--- src/rtl/multicycle_main_fsm.sv ---
// Main control FSM of the multi-cycle MIPS: sequences each instruction and drives
// the datapath enables/selects, plus a retired-instruction counter and illegal-op flag.
module multicycle_main_fsm #(
  parameter int CNT_W = 32
) (
  input  logic             clk,
  input  logic             reset,
  input  logic [5:0]       op,
  output logic             pcwrite,
  output logic             memwrite,
  output logic             irwrite,
  output logic             regwrite,
  output logic             alusrca,
  output logic             branch,
  output logic             iord,
  output logic             memtoreg,
  output logic             regdst,
  output logic [1:0]       alusrcb,
  output logic [1:0]       pcsrc,
  output logic [1:0]       aluop,
  output logic [3:0]       state,
  output logic             illegal_op,
  output logic [CNT_W-1:0] retired
);

  localparam logic [3:0] S_FETCH   = 4'd0;
  localparam logic [3:0] S_DECODE  = 4'd1;
  localparam logic [3:0] S_MEMADR  = 4'd2;
  localparam logic [3:0] S_MEMRD   = 4'd3;
  localparam logic [3:0] S_MEMWB   = 4'd4;
  localparam logic [3:0] S_MEMWR   = 4'd5;
  localparam logic [3:0] S_EXECUTE = 4'd6;
  localparam logic [3:0] S_ALUWB   = 4'd7;
  localparam logic [3:0] S_BRANCH  = 4'd8;
  localparam logic [3:0] S_ADDIEX  = 4'd9;
  localparam logic [3:0] S_ADDIWB  = 4'd10;
  localparam logic [3:0] S_JUMP    = 4'd11;

  localparam logic [5:0] OP_LW   = 6'b100011;
  localparam logic [5:0] OP_SW   = 6'b101011;
  localparam logic [5:0] OP_RTYP = 6'b000000;
  localparam logic [5:0] OP_BEQ  = 6'b000100;
  localparam logic [5:0] OP_ADDI = 6'b001000;
  localparam logic [5:0] OP_J    = 6'b000010;

  // Bundle order: pcwrite, memwrite, irwrite, regwrite, alusrca, branch, iord,
  // memtoreg, regdst, alusrcb[1:0], pcsrc[1:0], aluop[1:0]
  function automatic logic [14:0] ctrl_of(input logic [3:0] s);
    logic [14:0] c;
    c = 15'd0;
    case (s)
      S_FETCH:   c = {1'b1, 1'b0, 1'b1, 1'b0, 1'b0, 1'b0, 1'b0, 1'b0, 1'b0, 2'b01, 2'b00, 2'b00};
      S_DECODE:  c = {1'b0, 1'b0, 1'b0, 1'b0, 1'b0, 1'b0, 1'b0, 1'b0, 1'b0, 2'b11, 2'b00, 2'b00};
      S_MEMADR:  c = {1'b0, 1'b0, 1'b0, 1'b0, 1'b1, 1'b0, 1'b0, 1'b0, 1'b0, 2'b10, 2'b00, 2'b00};
      S_MEMRD:   c = {1'b0, 1'b0, 1'b0, 1'b0, 1'b0, 1'b0, 1'b1, 1'b0, 1'b0, 2'b00, 2'b00, 2'b00};
      S_MEMWB:   c = {1'b0, 1'b0, 1'b0, 1'b1, 1'b0, 1'b0, 1'b0, 1'b1, 1'b0, 2'b00, 2'b00, 2'b00};
      S_MEMWR:   c = {1'b0, 1'b1, 1'b0, 1'b0, 1'b0, 1'b0, 1'b1, 1'b0, 1'b0, 2'b00, 2'b00, 2'b00};
      S_EXECUTE: c = {1'b0, 1'b0, 1'b0, 1'b0, 1'b1, 1'b0, 1'b0, 1'b0, 1'b0, 2'b00, 2'b00, 2'b10};
      S_ALUWB:   c = {1'b0, 1'b0, 1'b0, 1'b1, 1'b0, 1'b0, 1'b0, 1'b0, 1'b1, 2'b00, 2'b00, 2'b00};
      S_BRANCH:  c = {1'b0, 1'b0, 1'b0, 1'b0, 1'b1, 1'b1, 1'b0, 1'b0, 1'b0, 2'b00, 2'b01, 2'b01};
      S_ADDIEX:  c = {1'b0, 1'b0, 1'b0, 1'b0, 1'b1, 1'b0, 1'b0, 1'b0, 1'b0, 2'b10, 2'b00, 2'b00};
      S_ADDIWB:  c = {1'b0, 1'b0, 1'b0, 1'b1, 1'b0, 1'b0, 1'b0, 1'b0, 1'b0, 2'b00, 2'b00, 2'b00};
      S_JUMP:    c = {1'b1, 1'b0, 1'b0, 1'b0, 1'b0, 1'b0, 1'b0, 1'b0, 1'b0, 2'b00, 2'b10, 2'b00};
      default:   c = 15'd0;
    endcase
    return c;
  endfunction

  logic [3:0]       state_r;
  logic [3:0]       next_state_s;
  logic             illegal_s;
  logic             terminal_s;
  logic [14:0]      ctrl_s;
  logic [14:0]      ctrl_r;
  logic             illegal_r;
  logic [CNT_W-1:0] retired_r;

  // State register
  always_ff @(posedge clk or negedge reset) begin
    if (!reset) begin
      state_r <= S_FETCH;
    end else begin
      state_r <= next_state_s;
    end
  end

  // Next-state logic and illegal-opcode / retire detection
  always_comb begin
    next_state_s = S_FETCH;
    illegal_s    = 1'b0;
    terminal_s   = 1'b0;
    case (state_r)
      S_FETCH:   next_state_s = S_DECODE;
      S_DECODE: begin
        case (op)
          OP_LW, OP_SW: next_state_s = S_MEMADR;
          OP_RTYP:      next_state_s = S_EXECUTE;
          OP_BEQ:       next_state_s = S_BRANCH;
          OP_ADDI:      next_state_s = S_ADDIEX;
          OP_J:         next_state_s = S_JUMP;
          default: begin
            next_state_s = S_FETCH;
            illegal_s    = 1'b1;
          end
        endcase
      end
      S_MEMADR: begin
        if (op == OP_SW) begin
          next_state_s = S_MEMWR;
        end else begin
          next_state_s = S_MEMRD;
        end
      end
      S_MEMRD:   next_state_s = S_MEMWB;
      S_EXECUTE: next_state_s = S_ALUWB;
      S_ADDIEX:  next_state_s = S_ADDIWB;
      S_MEMWB, S_MEMWR, S_ALUWB, S_BRANCH, S_ADDIWB, S_JUMP: begin
        next_state_s = S_FETCH;
        terminal_s   = 1'b1;
      end
      default:   next_state_s = S_FETCH;
    endcase
  end

  // Output decode from the upcoming state so the registered outputs track state
  always_comb begin
    ctrl_s = ctrl_of(next_state_s);
  end

  // Registered control outputs, illegal-op pulse and retired counter
  always_ff @(posedge clk or negedge reset) begin
    if (!reset) begin
      ctrl_r    <= ctrl_of(S_FETCH);
      illegal_r <= 1'b0;
      retired_r <= {CNT_W{1'b0}};
    end else begin
      ctrl_r    <= ctrl_s;
      illegal_r <= illegal_s;
      if (terminal_s) begin
        retired_r <= retired_r + {{(CNT_W-1){1'b0}}, 1'b1};
      end else begin
        retired_r <= retired_r;
      end
    end
  end

  assign {pcwrite, memwrite, irwrite, regwrite, alusrca, branch, iord,
          memtoreg, regdst, alusrcb, pcsrc, aluop} = ctrl_r;
  assign state      = state_r;
  assign illegal_op = illegal_r;
  assign retired    = retired_r;

endmodule

--- config.mk ---
export PLATFORM = sky130hd
export DESIGN_NAME = multicycle_main_fsm
export DESIGN_NICKNAME = d
export VERILOG_FILES = /design/src/rtl/multicycle_main_fsm.sv
export SDC_FILE = /design/constraint.sdc
export NUM_CORES = 1
export LEC_CHECK = 0
export ABC_AREA = 1
export ABC_CLOCK_PERIOD_IN_PS = 1800
export BUFFER_PORTS_ARGS = -buffer_cell sky130_fd_sc_hd__buf_2
export CAP_MARGIN = 20
export CORE_MARGIN = 2
export CORE_UTILIZATION = 47
export CTS_BUF_LIST = sky130_fd_sc_hd__clkbuf_16
export DETAILED_ROUTE_END_ITERATION = 8
export GPL_TIMING_DRIVEN = 0
export PLACE_DENSITY = 0.7
export SKIP_CTS_REPAIR_TIMING = 1
export SLEW_MARGIN = 15
export SYNTH_ARGS = -nofsm -noshare
export SYNTH_HDL_FRONTEND = slang
export SYNTH_SLANG_ARGS = --single-unit
--- constraint.sdc ---
create_clock -name clk -period 1.8 [get_ports clk]
set_input_delay 0.18 -clock clk [delete_from_list [all_inputs] [get_ports clk]]
set_output_delay 0.18 -clock clk [all_outputs]
set_load 0.01 [all_outputs]
==> results list, run 1 <==
- From bottom edge to top edge, the die measures ~84 µm.
- Fillers: roughly 580
- Top FF cell, synth: sky130_fd_sc_hd__dfrtp_1
- 0 antenna diodes ended up in the layout.
- Of the synthesized area, sequential elements account for 0.421.
- Post-synth top area cell: sky130_fd_sc_hd__dfrtp_1
* Worst slew margin: 0.582
* Max-cap violation count: 0
- At the placement stage, the worst setup path has a slack of 52.3 ps.
- Worst Hold Endpoint: illegal_op$_DFF_PN0_
- Leakage Power: 1.87 nW
* Crit path setup slack, layout: around 130 ps
- The commonest cells after synthesis are sky130_fd_sc_hd__nand2_1, sky130_fd_sc_hd__nor2_1, sky130_fd_sc_hd__dfrtp_1.
- The worst hold path passes through 5 cells.
- CTS placed an instance of sky130_fd_sc_hd__clkbuf_16 at the clock tree root.
- The first routing iteration left 109 violations.
- The worst setup path is launched from a flip-flop.
- In the final layout, the share of cells above drive strength 1 is 0.227.
- Die Outline Area: 6990 µm²
- Total design power: ~3.5 mW
- Buffers plus inverters on the worst setup path: 2
- Ports placed on the boundary: 60
- The tightest min-delay check is of the input pin to flip-flop type.
- Most used cell along the critical path: sky130_fd_sc_hd__nor2_1
* Hold path start: op[3]
* Type of the worst setup path: flip-flop to flip-flop
* Crit path max-delay family: simple AND/OR/NAND/NOR gates
- Number of cell rows: 29
- Post-synth EDFFs: 0
* Global Route Usage Sum: 0.198
- Dividing the detail-routed via count by the number of cells gives just under 5.
- At the end of the flow the core is filled with cells to 0.574.
* Post-synthesis register bit count: 50
* Via count of the first global-routing pass: 2595
- Wires add up to 6820 µm.
- Total power per unit cell area: 974 nW/µm²
* Final count of pins violating max slew: 0
- Traced cell by cell, the critical path runs through inv_1 > nand2_1 > nor2_1 > nor2_1 > nand2_1 > a21oi_4 > inv_1 > ha_1 > o21ai_1 > nor2_1.
- Across the routed clock network, the largest skew measured is 2.30 ps.
- Arrival time at the worst endpoint: 1860 ps
- Total gr overflow: 0
- The run finished with clean final reports.
* Number of nets in the synthesized netlist: approximately 430
- A synthesized cell averages about 7.1 µm².
* Worst Reg-to-Reg Cells: 10
- Derived from the worst setup path, the maximum achievable clock frequency is between 0.5 and 0.6 GHz.
* Layout-stage area growth over the synthesis result: 20.2%
- Share of synthesized flip-flops with an asynchronous set or reset: 1.00
* Distinct cell type count of the synthesized netlist: 30
- The count of endpoints failing hold in the final timing report was 0.
- In this run the remaining antenna-violating nets after routing total 0.
- Of the available clock period, the critical path in the final layout requires 0.928.
- Synth top area cells: sky130_fd_sc_hd__dfrtp_1, sky130_fd_sc_hd__nand2_1, sky130_fd_sc_hd__nor2_1
- Worst EP required: 1990 ps
* Maximum buffer depth of the clock tree: 2
- Wire per inst: 12.0 µm
* Antenna violations before repair: 0
- Starting density of the core: 0.477
* Register-to-register setup slack: 130 ps
- The core region is 6240 µm².
- The clock reaches the later pin of the worst-skew pair after around 290 ps.
- Number of search-and-repair iterations in the first detailed-routing pass: 4
- Global placer's final weighted congestion: 0.945
* Post-synth top area share: 0.395
- Post-detailed-placement cell area: 3370 µm²
- The die is 83.6 µm wide.
- Summing every instance area after synthesis gives 2980 µm².
- After detailed routing, the number of remaining DRC violations is 0.
- The Yosys step of the flow raised 0 warnings.
- Setup violations remaining at the end of the flow were counted as 0.
- Htree depth: 2
- After clock tree synthesis, the clock-pin slew on the worst setup and hold paths is around 70 ps.
- After routing the design area is roughly 3600 µm².
* Count leader, synth: sky130_fd_sc_hd__nand2_1
- Least-Margin Pin Slew: 627 ps
* Total via count after detailed routing: 2780
* Post-DP HPWL: 5160 µm
- Number of buffers created by CTS: 5
* Slowest stage cell, crit path: sky130_fd_sc_hd__dfrtp_1
- STA classifies the critical path endpoint as a flip-flop.
* Num Clock Sinks: 50
- Timing startpoint of the critical path: state[0]$_DFF_PN0_
* Worst Path Max Fanout: 5
* Synth Instances: between 400 and 500
- Critical path's largest stage delay: about 390 ps
* Peak supply drop: 0.000687 V
- Final Critical Period: 1670 ps
* R2r startpoint: state[0]$_DFF_PN0_
* TritonCTS clock tree: built
- The first global-routing pass estimated 11300 µm of wire.
* Destination of the worst register-to-register timing path: ctrl_r[8]$_DFF_PN0_
- Port Buffer Count: 59
- Entering global routing, the biggest net connects 51 pins.
- After the last flow step, the layout net total stands at 502.
final cells by class:
cell class	instances	area, µm²	share of cell area
Timing Repair Buffer	63	330	0.0922
Clock inverter	3	28.8	0.00804
Sequential cell	50	1260	0.351
Multi-Input combinational cell	326	1560	0.437
Inverter	37	139	0.0388
Clock buffer	5	125	0.0349
Buffer	6	41.3	0.0115
Tap cell	77	96.3	0.0269
where the power goes:
part | total [mW] | switching (mW) | internal, mW
Combinational | 1.10 | 0.710 | 0.392
Clock | 0.985 | 0.452 | 0.533
Sequential | 1.40 | 0.110 | 1.29
Total | 3.49 | 1.27 | 2.22
logic make-up (layout without fill, tap and decap cells):
kind of cell,after synthesis,in the layout,share of synthesized area
buffers and inverters,43,114,0.0605
xor gates and xnor gates,16,16,0.0470
adders and majority gates,5,5,0.0210
and+or+nand+nor,289,289,0.422
AOI/OAI and AO/OA,16,16,0.0286
DFF,50,50,0.421
layer usage:
layer / GRT usage / wire, µm / part of all wire / vias up
met1: 0.241 / 2930 / 0.43 / 1272
li1: - / - / - / 1427
met2: 0.345 / 3380 / 0.50 / 72
met5: 0 / 0 / 0 / -
met3: 0.0514 / 405 / 0.059 / 9
met4: 0.0587 / 111 / 0.016 / 0
worst min-delay path, stage by stage:
cell and delay, ps:
sky130_fd_sc_hd__buf_2 110, sky130_fd_sc_hd__nor2_1 100, sky130_fd_sc_hd__nand3_1 100, sky130_fd_sc_hd__nand4_1 110
sky130_fd_sc_hd__nor3b_1 50
how the worst max path moves through the flow:
stage	slack [ps]	to	cells after the start
after floorplan	240	ctrl_r[8]$_DFF_PN0_	10
after global placement	70	ctrl_r[8]$_DFF_PN0_	10
after detailed placement	50	ctrl_r[8]$_DFF_PN0_	10
after CTS	20	ctrl_r[8]$_DFF_PN0_	10
after global routing	-20	ctrl_r[8]$_DFF_PN0_	10
final	130	ctrl_r[8]$_DFF_PN0_	10
per-stage QoR:
step           hold WS, ps  setup TNS (ps)  std cells
4_1_cts                141               0        563
5_1_grt                392           -20.0        567
3_3_place_gp           448               0        555
3_5_place_dp           455               0        555
6_report               386               0        567
2_1_floorplan         -116               0        419
registers in the layout (all words and copies together), names as in the netlist:
| signal | count |
|---|---|
| ctrl_r | 13 |
| illegal_op | 1 |
| retired | 32 |
| state | 4 |
cells in the final DEF, fill, tap and decap left out, types with 2 or more instances in the layout:
master and instances:
sky130_fd_sc_hd__o21ai_1 6, sky130_fd_sc_hd__nor2_1 71, sky130_fd_sc_hd__ha_1 4, sky130_fd_sc_hd__nand2_2 8
sky130_fd_sc_hd__nand3_1 17, sky130_fd_sc_hd__o21ai_0 6, sky130_fd_sc_hd__nand2_1 165, sky130_fd_sc_hd__dfrtp_1 46
sky130_fd_sc_hd__inv_1 31, sky130_fd_sc_hd__xnor2_1 7, sky130_fd_sc_hd__buf_2 61, sky130_fd_sc_hd__nand3b_1 11
sky130_fd_sc_hd__xor2_1 9, sky130_fd_sc_hd__clkbuf_16 5, sky130_fd_sc_hd__buf_4 6, sky130_fd_sc_hd__nor2_2 8
sky130_fd_sc_hd__dfstp_2 3, sky130_fd_sc_hd__nand4_1 2, sky130_fd_sc_hd__inv_2 5
Power figures use the tool's default switching activity.
==> run 2, diff against run 1 <==
--- a/config.mk
+++ b/config.mk
@@ -9,7 +9,7 @@
 export ABC_CLOCK_PERIOD_IN_PS = 1800
 export BUFFER_PORTS_ARGS = -buffer_cell sky130_fd_sc_hd__buf_2
 export CAP_MARGIN = 20
-export CORE_MARGIN = 2
+export CORE_MARGIN = 3
 export CORE_UTILIZATION = 47
 export CTS_BUF_LIST = sky130_fd_sc_hd__clkbuf_16
 export DETAILED_ROUTE_END_ITERATION = 8
==> run 2 against run 1 <==
- fmax increased by 2.7%
- clock skew increased by 3.6 ps
- global-route usage up 1.2 points
- largest cell class unchanged
- largest power group unchanged
- highest routed layer unchanged
==> results list, run 2 (same netlist as run 1, synthesis figures left out) <==
- The total routed wirelength is 7110 µm (was 6820 µm).
- The maximum clock frequency is 0.615 GHz (was 0.599 GHz).
- The worst path required time came to 1980 ps (was 1990 ps).
- The clock slew seen by the registers of the worst setup and hold paths is 70 ps (about the same).
- Least-Margin Pin Slew: 625 ps (was 627 ps)
* Register-to-register setup slack: 170 ps (was 130 ps)
- The number of buffer cells added on primary ports is 59 (unchanged).
* Kind of capture point of the worst setup path: flip-flop (unchanged)
* Max-cap violation count: 0 (unchanged)
- Fillers: 582 (was 584)
- The power density over cell area came to 981 nW/µm² (was 974 nW/µm²).
* Nature of the critical path startpoint: flip-flop (unchanged)
- The number of buffers and inverters on the critical path is 2 (unchanged).
- Maximum buffer depth of the clock tree: 2 (unchanged)
- Final count of pins violating max slew: 0 (unchanged)
- The final routed wire length divided by cell count came to 12.6 µm (was 12.0 µm).
* Number of cell rows: 28 (was 29)
* Clock insertion delay at the later pin of the skew report: 290 ps (about the same)
* Final count of negative-setup-slack endpoints: 0 (unchanged)
* Detail Route Antenna Nets: 0 (unchanged)
- Ports placed on the boundary: 60 (unchanged)
- The count of endpoints failing hold in the final timing report was 0 (unchanged).
* Critical path's largest stage delay: 410 ps (was 390 ps)
* Worst Hold Class: input pin to flip-flop (unchanged)
- Root Buffer: sky130_fd_sc_hd__clkbuf_16 (unchanged)
* Leakage Power: 1.87 nW (about the same)
- Final Critical Period: 1630 ps (was 1670 ps)
- The number of flip-flops under the largest register name came to 32 (unchanged).
- Via count of the first global-routing pass: 2763 (was 2595)
- Most common library cell in the layout ignoring fill and taps: sky130_fd_sc_hd__nand2_1 (unchanged)
- Worst Path Max Fanout: 5 (unchanged)
- Setup repair after global routing left no endpoint under its margin.
- Worst clock skew: 5.89 ps (was 2.30 ps)
- The worst max-slew margin expressed relative to the limit is 0.583 (was 0.582).
- The total half-perimeter wirelength after legalization and detailed placement was 5430 µm (was 5160 µm).
- The end point of the critical path is ctrl_r[8]$_DFF_PN0_ (unchanged).
- The antenna cell count came to 0 (unchanged).
* Iteration-0 DRC count of the detailed router: 125 (was 109)
- The synthesis-to-finish area growth came to 19.8% (was 20.2%).
- The number of vias per cell was 4.86 (was 4.90).
* Area of combinational cells with multiple inputs: 1560 µm² (about the same)
- The worst setup path startpoint was state[3]$_DFF_PN0_ (was state[0]$_DFF_PN0_).
- Register Area: 1260 µm² (unchanged)
* Total gr overflow: 0 (unchanged)
* Slowest stage cell, crit path: sky130_fd_sc_hd__dfrtp_1 (unchanged)
- Worst Reg-to-Reg Cells: 10 (unchanged)
* Share of layout cells above drive strength 1: 0.219 (was 0.227)
* Status: finished, final reports clean (unchanged)
* Num Clock Sinks: 50 (unchanged)
- The deepest level of the CTS H-tree came to 2 (unchanged).
- The post-route cell area came to 3570 µm² (was 3580 µm²).
* Setup TNS: 0 ps (unchanged)
- Peak supply drop: 0.000794 V (was 0.000687 V)
- The critical register-to-register path endpoint is ctrl_r[8]$_DFF_PN0_ (unchanged).
- The starting utilization of the core area was 0.494 (was 0.477).
* DIE HEIGHT: 85.6 µm (was 83.6 µm)
* Number of search-and-repair iterations in the first detailed-routing pass: 4 (unchanged)
- Fin crit share: 0.904 (was 0.928)
- The DRC violations left is 0 (unchanged).
- The maximum number of pins on one net before global-route repair was 51 (unchanged).
* Global Route Usage Sum: 0.210 (was 0.198)
- Post-detailed-placement cell area: 3370 µm² (about the same)
- Total via count after detailed routing: 2737 (was 2780)
- Type of the worst setup path: flip-flop to flip-flop (unchanged)
* Die Outline Area: 7330 µm² (was 6990 µm²)
- The global-route wire length before repair is 12300 µm (was 11300 µm).
- The number of antenna violations at the first check in global routing is 0 (unchanged).
* Die Span X: 85.6 µm (was 83.6 µm)
- Arrival time at the worst endpoint: 1800 ps (was 1860 ps)
* Chain of cells forming the critical path: inv_1 > nand2_1 > nor2_1 > nor2_1 > nand2_1 > a21oi_4 > buf_4 > ha_1 > nor2_1 > nor2_1 (was inv_1 > nand2_1 > nor2_1 > nor2_1 > nand2_1 > a21oi_4 > inv_1 > ha_1 > o21ai_1 > nor2_1)
- Placeable core region: 6030 µm² (was 6240 µm²)
- Number of cells on the critical path: 10 (unchanged)
- Global placer's final weighted congestion: 0.891 (was 0.945)
- The most prevalent standard cell on the critical path is sky130_fd_sc_hd__nor2_1 (unchanged).
* TritonCTS clock tree: built (unchanged)
- The worst flop-to-flop path startpoint is state[3]$_DFF_PN0_ (was state[0]$_DFF_PN0_).
- The number of buffers created by CTS is 5 (unchanged).
* Number of nets in the finished design: 500 (was 502)
- The kind of cell adding the most delay to the critical path was simple AND/OR/NAND/NOR gates (unchanged).
- Most used cells in the layout excluding fill and tap cells: sky130_fd_sc_hd__nand2_1, sky130_fd_sc_hd__nor2_1, sky130_fd_sc_hd__buf_2, sky130_fd_sc_hd__dfrtp_1, sky130_fd_sc_hd__inv_1 (unchanged).
run 2: metrics by stage:
| step | power [mW] | worst slack [ps] | utilization | instances | hold WS [ps] |
|---|---|---|---|---|---|
| after floorplan | 2.08 | 238 | - | 419 | -116 |
| after global placement | 2.42 | 38.4 | 0.559 | 553 | 448 |
| after detailed placement | 2.43 | 32.9 | 0.559 | 553 | 454 |
| after CTS | 3.49 | 29.7 | 0.586 | 561 | 145 |
| after global routing | 3.74 | 15.8 | 0.592 | 563 | 420 |
| final | 3.50 | 173 | 0.592 | 563 | 390 |
run 2: worst min-delay path by stage:
stage / startpoint / to / slack [ps] / depth (start not counted)
2_1_floorplan: reset / ctrl_r[10]$_DFF_PN0_ / -120 / 0
3_3_place_gp: reset / retired[6]$_DFFE_PN0P_ / 450 / 1
3_5_place_dp: reset / retired[8]$_DFFE_PN0P_ / 450 / 1
4_1_cts: reset / retired[8]$_DFFE_PN0P_ / 140 / 1
5_1_grt: op[3] / illegal_op$_DFF_PN0_ / 420 / 5
6_report: op[3] / illegal_op$_DFF_PN0_ / 390 / 5
run 2: layout make-up:
| type | count | area share |
|---|---|---|
| Buffer | 6 | 0.0116 |
| Clock buffer | 5 | 0.0351 |
| Clock inverter | 3 | 0.0105 |
| Inverter | 37 | 0.0389 |
| Multi-Input combinational cell | 326 | 0.437 |
| Sequential cell | 50 | 0.352 |
| Tap cell | 75 | 0.0263 |
| Timing Repair Buffer | 61 | 0.0884 |
run 2: per-layer routing:
| layer | up-vias | wire length, µm | share of wire | global-route usage |
|---|---|---|---|---|
| li1 | 1421 | - | - | - |
| met2 | 59 | 3420 | 0.48 | 0.366 |
| met1 | 1246 | 3150 | 0.44 | 0.255 |
| met3 | 11 | 406 | 0.057 | 0.0471 |
| met5 | - | 0 | 0 | 0 |
| met4 | 0 | 131 | 0.018 | 0.0734 |
run 2: worst min-delay path, cell delays in order:
cell and delay [ps]:
sky130_fd_sc_hd__buf_2 110, sky130_fd_sc_hd__nor2_1 100, sky130_fd_sc_hd__nand3_1 90, sky130_fd_sc_hd__nand4_1 100
sky130_fd_sc_hd__nor3b_1 50
run 2: where the power goes:
part | internal (mW) | switching (mW)
Sequential | 1.29 | 0.109
Combinational | 0.356 | 0.694
Clock | 0.646 | 0.404
==> run 3, diff against run 2 <==
--- a/config.mk
+++ b/config.mk
@@ -10,13 +10,13 @@
 export BUFFER_PORTS_ARGS = -buffer_cell sky130_fd_sc_hd__buf_2
 export CAP_MARGIN = 20
 export CORE_MARGIN = 3
-export CORE_UTILIZATION = 47
+export CORE_UTILIZATION = 50
 export CTS_BUF_LIST = sky130_fd_sc_hd__clkbuf_16
 export DETAILED_ROUTE_END_ITERATION = 8
 export GPL_TIMING_DRIVEN = 0
-export PLACE_DENSITY = 0.7
+export PLACE_DENSITY = 0.74
 export SKIP_CTS_REPAIR_TIMING = 1
-export SLEW_MARGIN = 15
+export SLEW_MARGIN = 20
 export SYNTH_ARGS = -nofsm -noshare
 export SYNTH_HDL_FRONTEND = slang
 export SYNTH_SLANG_ARGS = --single-unit
==> constraint.sdc (replaced) <==
create_clock -name clk -period 1.8 [get_ports clk]
set_input_delay 0.36 -clock clk [delete_from_list [all_inputs] [get_ports clk]]
set_output_delay 0.36 -clock clk [all_outputs]
set_load 0.01 [all_outputs]
==> run 3 against run 2 <==
- register-to-register slack hardly changed
- critical path depth stayed put
- sequential share of layout area is 0.24 points higher
- combinational power hardly changed
- core utilization is 3.5 points higher
- die area is 5.6% lower
- critical endpoint unchanged
==> results list, run 3 (same netlist as run 1, synthesis figures left out) <==
- Critical path's largest stage delay: 410 ps (about the same)
* Wire per inst: 12.4 µm (was 12.6 µm)
- Worst Setup Slack post-DPL: -98.5 ps (was 32.9 ps)
- Status: finished, final reports clean (unchanged)
- The cell total after placement was 550 (was 553).
* Buffers plus inverters on the worst setup path: 2 (unchanged)
- The max-slew violation total from the final report is 0 (unchanged).
- The number of vias per cell was 4.96 (was 4.86).
- Total via count after detailed routing: 2779 (was 2737)
- The kind of end point of the critical path is a flip-flop (unchanged).
- The count of non-filler cells in the finished layout was 560 (was 563).
- The placer congestion estimate was 0.929 (was 0.891).
* Worst slew margin: 0.581 (was 0.583)
- The biggest fanout along the worst timing path is 5 (unchanged).
- The number of iterations in the first detailed-routing pass was 4 (unchanged).
- The number of buffer cells added on primary ports came to 59 (unchanged).
- Num Clock Sinks: 50 (unchanged)
- Most used cells in the layout excluding fill and tap cells: sky130_fd_sc_hd__nand2_1, sky130_fd_sc_hd__nor2_1, sky130_fd_sc_hd__buf_2, sky130_fd_sc_hd__dfrtp_1, sky130_fd_sc_hd__inv_1 (unchanged).
- The number of buffers created by CTS is 5 (unchanged).
- Die Outline Area: 6920 µm² (was 7330 µm²)
* Ports placed on the boundary: 60 (unchanged)
- The DRC violations left was 0 (unchanged).
* Root Buffer: sky130_fd_sc_hd__clkbuf_16 (unchanged)
- Type of the worst setup path: flip-flop to flip-flop (unchanged)
* Crit path max-delay family: flip-flops (was simple AND/OR/NAND/NOR gates)
- Die Span X: 83.2 µm (was 85.6 µm)
- The worst voltage drop across the vdd grid came to 0.000719 V (was 0.000794 V).
- Via count of the first global-routing pass: 2718 (was 2763)
- Maximum buffer depth of the clock tree: 2 (unchanged)
- The number of setup violations in the final report was 0 (unchanged).
- Largest register FFs: 32 (unchanged)
- Antenna violations before repair: 0 (unchanged)
* TritonCTS clock tree: built (unchanged)
* Slowest stage cell, crit path: sky130_fd_sc_hd__dfrtp_1 (unchanged)
- The setup TNS came to 0 ps (unchanged).
- The maximum number of pins on one net before global-route repair came to 51 (unchanged).
- The remaining antenna violation count after routing is 0 (unchanged).
* Least-Margin Pin Slew: 629 ps (was 625 ps)
- Nature of the critical path startpoint: flip-flop (unchanged)
* Iteration-0 DRC count of the detailed router: 133 (was 125)
* Crit path setup slack, layout: 168 ps (was 173 ps)
* Starting density of the core: 0.528 (was 0.494)
* Final Critical Period: 1630 ps (about the same)
- Placeable core region: 5640 µm² (was 6030 µm²)
* Total wirelength of the detailed-routed design: 6960 µm (was 7110 µm)
- Post-DP HPWL: 5410 µm (was 5430 µm)
* Arrival time at the worst endpoint: 1810 ps (was 1800 ps)
* Max-cap violation count: 0 (unchanged)
- Number of nets in the finished design: 500 (unchanged)
* Fin crit share: 0.907 (was 0.904)
- The global-route wire length before repair came to 12000 µm (was 12300 µm).
- Total power per unit cell area: 957 nW/µm² (was 981 nW/µm²)
* Global Route Usage Sum: 0.210 (about the same)
- Register clock-pin slew on the reported worst setup and hold paths: 70 ps (about the same)
- The leakage power was 1.86 nW (was 1.87 nW).
* Max frequency: 0.613 GHz (was 0.615 GHz)
- Most used cell along the critical path: sky130_fd_sc_hd__nor2_1 (unchanged)
* Total gr overflow: 0 (unchanged)
* Htree depth: 2 (unchanged)
* Layout-stage area growth over the synthesis result: 18.9% (was 19.8%)
- Chain of cells forming the critical path: inv_1 > nand2_1 > nor2_1 > nor2_1 > nand2_1 > a21oi_4 > inv_1 > ha_1 > o21ai_1 > nor2_1 (was inv_1 > nand2_1 > nor2_1 > nor2_1 > nand2_1 > a21oi_4 > buf_4 > ha_1 > nor2_1 > nor2_1).
* Register-to-register setup slack: 170 ps (about the same)
* DIE HEIGHT: 83.2 µm (was 85.6 µm)
- The fill cell total of the finished layout is 522 (was 582).
- Worst EP required: 1980 ps (about the same)
- N_diodes: 0 (unchanged)
- The number of placement rows came to 27 (was 28).
* Worst Hold Class: input pin to asynchronous set/reset pin (was input pin to flip-flop)
* Worst clock skew: 5.65 ps (was 5.89 ps)
- Clock insertion delay at the later pin of the skew report: 290 ps (about the same)
- The share of post-route cells with drive strength above 1 was 0.219 (unchanged).
* Final hold violations: 0 (unchanged)
* Most common library cell in the layout ignoring fill and taps: sky130_fd_sc_hd__nand2_1 (unchanged)
==> run 3: cell types whose count changed in the layout (fill, tap and decap cells not counted) <==
cell | before | now
sky130_fd_sc_hd__buf_4 | 4 | 5
sky130_fd_sc_hd__bufinv_16 | 1 | 0
sky130_fd_sc_hd__clkinv_2 | 0 | 1
sky130_fd_sc_hd__clkinv_4 | 0 | 1
sky130_fd_sc_hd__dfrtp_1 | 46 | 47
sky130_fd_sc_hd__dfrtp_2 | 1 | 0
sky130_fd_sc_hd__dlygate4sd3_1 | 1 | 0
sky130_fd_sc_hd__inv_2 | 6 | 5
==> run 3: path summary, 6_finish.rpt <==
path | cells past startpoint | to | start
worst max-delay path | 10 | ctrl_r[8]$_DFF_PN0_ | state[3]$_DFF_PN0_
worst min-delay path | 1 | retired[7]$_DFFE_PN0P_ | reset
worst max register to register | 10 | ctrl_r[8]$_DFF_PN0_ | state[3]$_DFF_PN0_
worst min register to register | 1 | retired[9]$_DFFE_PN0P_ | retired[9]$_DFFE_PN0P_
max in group asynchronous | 1 | state[1]$_DFF_PN0_ | reset
min in group clk | 1 | retired[9]$_DFFE_PN0P_ | retired[9]$_DFFE_PN0P_
==> run 3: layer usage <==
metal / vias up / GRT usage / part of all wire
met1: 1281 / 0.253 / 0.44
met5: - / 0 / 0
li1: 1423 / - / -
met4: 0 / 0.0416 / 0.0096
met2: 68 / 0.379 / 0.49
met3: 7 / 0.0516 / 0.059
==> run 3: power by group <==
group / leakage [nW] / switching (mW) / internal, mW
logic: 1.11 / 0.702 / 0.371
clock network: 0.0750 / 0.407 / 0.510
registers: 0.676 / 0.106 / 1.29
==> run 3: cell type report <==
cell class,instances,area [µm²],share of cell area
well taps,72,90.1,0.0254
clock buffers,5,125,0.0353
multi-input cells,326,1560,0.441
repair buffers,61,313,0.0883
inverters,37,139,0.0392
flip-flops and latches,50,1250,0.354
clock inverters,3,17.5,0.00495
plain buffers,6,41.3,0.0117
==> run 3: through the flow <==
| step | power [mW] | util | instance area, µm² | hold slack, ps |
|---|---|---|---|---|
| after CTS | 3.37 | 0.622 | 3510 | 325 |
| after global routing | 3.62 | 0.628 | 3540 | 140 |
| after global placement | 2.42 | 0.596 | 3360 | 501 |
| final | 3.39 | 0.628 | 3540 | 86.6 |
| after detailed placement | 2.44 | 0.596 | 3360 | 509 |
| after floorplan | 2.08 | - | 2980 | 64.4 |
